[config.mk]
export PLATFORM = sky130hd
export DESIGN_NAME = tone_generator
export DESIGN_NICKNAME = d
export VERILOG_FILES = /design/src/rtl/tone_generator.sv
export SDC_FILE = /design/constraint.sdc
export NUM_CORES = 1
export LEC_CHECK = 0
export BUFFER_PORTS_ARGS = -buffer_cell sky130_fd_sc_hd__buf_2
export CAP_MARGIN = 20
export CELL_PAD_IN_SITES_DETAIL_PLACEMENT = 1
export CELL_PAD_IN_SITES_GLOBAL_PLACEMENT = 2
export CORE_MARGIN = 5
export CORE_UTILIZATION = 37
export CTS_CLUSTER_DIAMETER = 50
export DETAILED_ROUTE_END_ITERATION = 12
export MAX_ROUTING_LAYER = met4
export PLACE_DENSITY = 0.77
export RECOVER_POWER = 100
export SYNTH_ARGS = -nofsm -noshare
export SYNTH_HDL_FRONTEND = slang
export SYNTH_SLANG_ARGS = --single-unit
[constraint.sdc]
create_clock -name clk_i -period 3.5 [get_ports clk_i]
set_input_delay 0.525 -clock clk_i [delete_from_list [all_inputs] [get_ports clk_i]]
set_output_delay 0.525 -clock clk_i [all_outputs]
set_load 0.01 [all_outputs]
[src/rtl/tone_generator.sv]
// Square-wave tone synthesiser: toggles tone_o every div_q cycles, with glitch-free divider reloads.
// Optional TONE_GAP_EN macro adds a silent GAP state of GAP_CYCLES cycles after each note strobe.
module tone_generator #(
  parameter int BW         = 16,
  parameter int GAP_CYCLES = 4096
) (
  input  logic          clk_i,
  input  logic          rst_n_i,
  input  logic          enable_i,
  input  logic [BW-1:0] divider_value_i,
  input  logic          note_strobe_i,
  output logic          tone_o,
  output logic          active_o,
  output logic          half_period_o
);

`ifdef TONE_GAP_EN
  typedef enum logic [1:0] {IDLE, RUN, GAP} state_t;
  localparam int GW = (GAP_CYCLES > 1) ? $clog2(GAP_CYCLES) : 1;
`else
  typedef enum logic [1:0] {IDLE, RUN} state_t;
`endif

  if (GAP_CYCLES < 1) begin : g_cfg_check
    $error("tone_generator: GAP_CYCLES must be at least 1");
  end

  state_t        state_q, state_d;
  logic [BW-1:0] cnt_q, cnt_d;
  logic [BW-1:0] div_q, div_d;
  logic          tone_q, tone_d;
  logic          active_q, active_d;
  logic          half_q, half_d;
  logic          div_nonzero;
  logic          boundary;
`ifdef TONE_GAP_EN
  logic [GW-1:0] gap_q, gap_d;
  logic          gap_done;
`endif

  assign div_nonzero = (divider_value_i != '0);
  assign boundary    = (cnt_q == div_q - BW'(1));
`ifdef TONE_GAP_EN
  assign gap_done    = (gap_q == GW'(GAP_CYCLES - 1));
`endif

  always_ff @(posedge clk_i or negedge rst_n_i) begin
    if (!rst_n_i) begin
      state_q  <= IDLE;
      cnt_q    <= '0;
      div_q    <= '0;
      tone_q   <= 1'b0;
      active_q <= 1'b0;
      half_q   <= 1'b0;
`ifdef TONE_GAP_EN
      gap_q    <= '0;
`endif
    end else begin
      state_q  <= state_d;
      cnt_q    <= cnt_d;
      div_q    <= div_d;
      tone_q   <= tone_d;
      active_q <= active_d;
      half_q   <= half_d;
`ifdef TONE_GAP_EN
      gap_q    <= gap_d;
`endif
    end
  end

  always_comb begin
    state_d  = state_q;
    cnt_d    = cnt_q;
    div_d    = div_q;
    tone_d   = tone_q;
    active_d = active_q;
    half_d   = 1'b0;
`ifdef TONE_GAP_EN
    gap_d    = gap_q;
`endif

    if (!enable_i) begin
      state_d  = IDLE;
      cnt_d    = '0;
      tone_d   = 1'b0;
      active_d = 1'b0;
    end else if (note_strobe_i) begin
`ifdef TONE_GAP_EN
      state_d  = GAP;
      gap_d    = '0;
      cnt_d    = '0;
      tone_d   = 1'b0;
      active_d = 1'b0;
`else
      // Phase restart: the new note always begins with a full low half-period.
      cnt_d    = '0;
      tone_d   = 1'b0;
      div_d    = divider_value_i;
      state_d  = div_nonzero ? RUN : IDLE;
      active_d = div_nonzero;
`endif
    end else begin
      case (state_q)
        IDLE: begin
          tone_d = 1'b0;
          if (div_nonzero) begin
            div_d    = divider_value_i;
            cnt_d    = '0;
            state_d  = RUN;
            active_d = 1'b1;
          end
        end
        RUN: begin
          if (boundary) begin
            // Divider is only sampled here, so mid-phase changes never shorten a phase.
            cnt_d  = '0;
            div_d  = divider_value_i;
            half_d = 1'b1;
            if (div_nonzero) begin
              tone_d = ~tone_q;
            end else begin
              tone_d   = 1'b0;
              state_d  = IDLE;
              active_d = 1'b0;
            end
          end else begin
            cnt_d = cnt_q + BW'(1);
          end
        end
`ifdef TONE_GAP_EN
        GAP: begin
          tone_d = 1'b0;
          if (gap_done) begin
            if (div_nonzero) begin
              div_d    = divider_value_i;
              cnt_d    = '0;
              state_d  = RUN;
              active_d = 1'b1;
            end else begin
              state_d = IDLE;
            end
          end else begin
            gap_d = gap_q + GW'(1);
          end
        end
`endif
        default: begin
          state_d  = IDLE;
          tone_d   = 1'b0;
          active_d = 1'b0;
        end
      endcase
    end
  end

  assign tone_o        = tone_q;
  assign active_o      = active_q;
  assign half_period_o = half_q;

endmodule
* Word level (Yosys, flattened, before mapping)
Cells that the tools add are included.
** Cells by class
- Eq/ne operators :: 8
- Bitwise gates (word level) :: 1
- Muxes and demuxes :: 31
- Reduce and logical (&&, ||, !) cells :: 6
- $add $sub $neg :: 2
** Operator list (count)
- $mux W16 :: 7
- $pmux W16 S2 :: 2
- $add A16 B1 Y16 const B :: 1
- $eq A16 B16 Y1 :: 1
- $reduce_bool A16 Y1 :: 1
- $sub A16 B1 Y16 const B :: 1
- $mux W1 :: 15
- $ne A4 B4 Y1 const B :: 3
- $mux W2 :: 5
- $ne A3 B3 Y1 const B :: 2
- $ne A4 B1 Y1 const B :: 1
- $pmux W2 S2 :: 1
- $reduce_and A4 Y1 :: 1
- $reduce_and A3 Y1 :: 1
- $reduce_bool A3 Y1 :: 1
- $eq A2 B1 Y1 const B :: 1
- $logic_not A2 Y1 :: 1
- $pmux W1 S2 :: 1
- $reduce_and A2 Y1 :: 1
- $not A1 Y1 :: 1
** Storage, ports and cells
- Flip-flop bits (word level) :: 37
- Output and inout bits :: 3
- Word-level logic and storage cells :: 54

* Depth between registers and ports, before layout
- Word-level depth :: 6
- Depth in mapped cells :: 11

* Least setup slack after synthesis
No wires, ideal clock.
- Path type :: reg2reg
- From :: register div_q[7]
- To :: register div_q[6]
- Path buffers :: 2
- Required time :: 3374 ps
- Setup time :: 126 ps
- Path slack :: 509 ps
- Arrival time :: 2865 ps
- Stages on the path, launching flop included :: 11
- Path through :: dfrtp_1 -> clkbuf_1 -> or4_1 -> nor2_1 -> o2111ai_1 -> a211o_1 -> a2111o_1 -> nor3b_4 -> o31ai_2 -> buf_6 -> a221o_1
** On the way
- Word-level cells in the longest chain between the ends :: 4
** RTL lines
- start, declared :: line 30 : logic [BW-1:0] div_q, div_d;
- start signal, assigned :: line 61 : div_q <= div_d;
- $sub A16 B1 Y16 :: line 42 : assign boundary = (cnt_q == div_q - BW'(1));
- $eq A16 B16 Y1 :: line 42
- $ne A3 B3 Y1 (no line)
- $reduce_and A4 Y1 (no line)
Every way passes these cells.
A chain may end at the register's enable or synchronous reset.

* Worst setup path in the final report
- From :: register div_q[2]
- To :: register div_q[4]
The elaborated chain is that of the path after synthesis.

==> reports/summary.txt <==
outcome: finished with violations
failing checks: capacitance limit, slew limit
DP HPWL: 4.79 mm
Peak VDD IR: 0.231 mV
CTS max path bufs: 2
final hold viol count: 0
top cell type by total area after synthesis: dfrtp_1
Synth Instances: 242
area fraction of the dominant cell type after synthesis: 0.386
Die X: 88.3 microns
Overall Global Routing Usage: 0.183
Main synth FF type: dfrtp_1
GRT Residual Overflow: 0
Post-DP Area: 2480 sq um
clk sinks: 35
Slew headroom: -0.345
distinct cell type count after synthesis: 49
#FFs+latches synth: 35
Setup CP Type: reg -> reg
ANT cells: 0
layout cells sized above 1: 0.160
Fin Hold WS: 0.499 ns
pwr/cell area: 389 nW/um^2
antenna violations before repair: 0
TritonCTS buffer count: 5
synth cell count leaders: nor2_1, dfrtp_1, xor2_1
main area contributors after synthesis: dfrtp_1, xor2_1, nor2_1
CP endpoint kind: flop
worst hold stages: 2
DR vias/cell: 5.72
nets: 289
Final Cell Area: 2560 sq um
DRC: 0
H-tree level count: 2
Max-cap violations: 1
Core ar.: 5960 sq um
Post-synth ARST share: 1.00
CP startpoint kind: flop
setup TNS: 0 ns
Tcrit/Tclk final: 0.913
number of nets with antenna violations after routing: 0
Yosys warning count: 0
Initial DRT Pass Iterations: 4
Die ar.: 7800 sq um
minimum clock period: 3.19 ns
total power: 995 uW
Starting Density: 0.381
RSZ-0062 raised after global routing: no
CP Data Arrival Time: 3.36 ns
CP required: 3.67 ns
Mapped Nets: 264
I/O pin cnt: 23
Leak: 0.00102 uW
CTS tree: yes
worst-margin pin slew: 2.02 ns
hold_buf cts: 0
GPL Wtd Cong: 0.818
Rows: 28
Max Fanout on Critical Path: 13
DP Cell Count: 335
average wire per standard cell: 18.6 microns
Final Setup Violations: 0
Fmax: 313 MHz
clock skew: 0.00963 ns
total number of vias: 1961
area delta synth->final: 12.7%
vias in the first global route: 2030
final non-filler cell total: 343
Worst R2R Path Depth: 9
CTS resizes: 0
fillers: 730
Seq/Total Area, Yosys: 0.386
Die Span Y: 88.3 microns
R2R Setup Slk: 0.31 ns
DRT iter0 DRCs: 92
DRT Wirelength: 6.38 mm
Clock Pin Slew Worst Setup and Hold Paths: 0.07 ns
most common cell in the netlist: nor2_1
Hold Crit Class: in -> reg
Max Slew Vio Count: 36
clock latency on the worst-skew pair: 0.29 ns
setup bufs post-CTS: 0
wire length of the first global-routing pass: 10.7 mm
Buffers on Ports: 22
root buffer cell: clkbuf_8
pin count of the biggest net entering global routing: 36
synthesized area: 2270 sq um
Post-synth EDFFs: 0
Syn Area/Cell: 9.37 sq um
[metrics by stage]
stage / setup WS [ns] / util
floorplan: 0.509 / -
global placement: 0.456 / 0.416
detailed placement: 0.364 / 0.416
CTS: 0.350 / 0.433
global route: 0.118 / 0.429
finish: 0.306 / 0.429
[state kept, by name, indices dropped and copies added, names as in the netlist]
| name | flops |
|---|---|
| half_period_o | 1 |
| tone_o | 1 |
| active_o | 1 |
| cnt_q | 16 |
| div_q | 16 |
[cells by family after synthesis]
group | after synthesis | share of synthesized area
flops | 35 | 0.386
simple gates | 103 | 0.249
xor+xnor | 30 | 0.116
compound gates | 50 | 0.183
fa+ha+maj | 2 | 0.0110
mux | 4 | 0.0193
buf+inv | 18 | 0.0359
[metal layers]
metal,vias up,global-route usage,wire length (microns)
met4,0,0.0412,38
met1,989,0.248,3160
met5,-,-,0
li1,948,-,-
met3,3,0.0307,112
met2,21,0.287,3060
[cell usage in the layout, fill, tap and decap left out, types with 2 or more instances in the layout]
master    count
nor4_1        7
and3_1        4
a21o_1        3
inv_1         5
o31ai_1       2
clkbuf_8      7
xor2_1       19
a221o_1      13
nor3_1        3
nor4b_2       2
buf_4         8
a21oi_1       4
buf_2        18
ha_1          2
dfrtp_1      35
nand2b_1      5
nand2_1       7
nand4_1       4
nand3b_1      5
nand3_1      13
a22oi_1      13
clkbuf_1      6
mux2_2        3
nor2_1       41
xnor2_1      11
o21a_1        2
a22o_1        2
nor4b_1       2
[worst paths after layout]
path	start	endpoint
setup / recovery	div_q[2]	div_q[4]
hold / removal	divider_value_i[1]	div_q[1]
setup reg to reg	div_q[2]	div_q[4]
hold reg to reg	tone_o	tone_o
max in group asynchronous	rst_n_i	tone_o
min in group asynchronous	rst_n_i	cnt_q[5]
[where the power goes]
group / leakage (uW) / internal (uW) / switching (uW)
sequential: 0.000453 / 432 / 47.4
clock: 0.0000515 / 180 / 147
combinational: 0.000520 / 89.3 / 99.6
total: 0.00102 / 701 / 294
[worst max-delay path, cell delays in order (launching register included)]
cell	delay (ns)
dfrtp_1	0.43
or3_4	0.42
or3b_1	0.46
nor2_2	0.20
nand3_1	0.10
a2111o_1	0.48
nor3b_1	0.37
o31ai_2	0.09
buf_4	0.20
a221o_1	0.32
[cell type report]
cell class                      count  area [sq um]  share of cell area
Clock buffer                        8           100              0.0391
Inverter                            5          18.8             0.00734
Multi-Input combinational cell    189          1300               0.508
Sequential cell                    35           876               0.342
Tap cell                           75          93.8              0.0367
Timing Repair Buffer               31           169              0.0660
(Power assumes the default switching activity.)
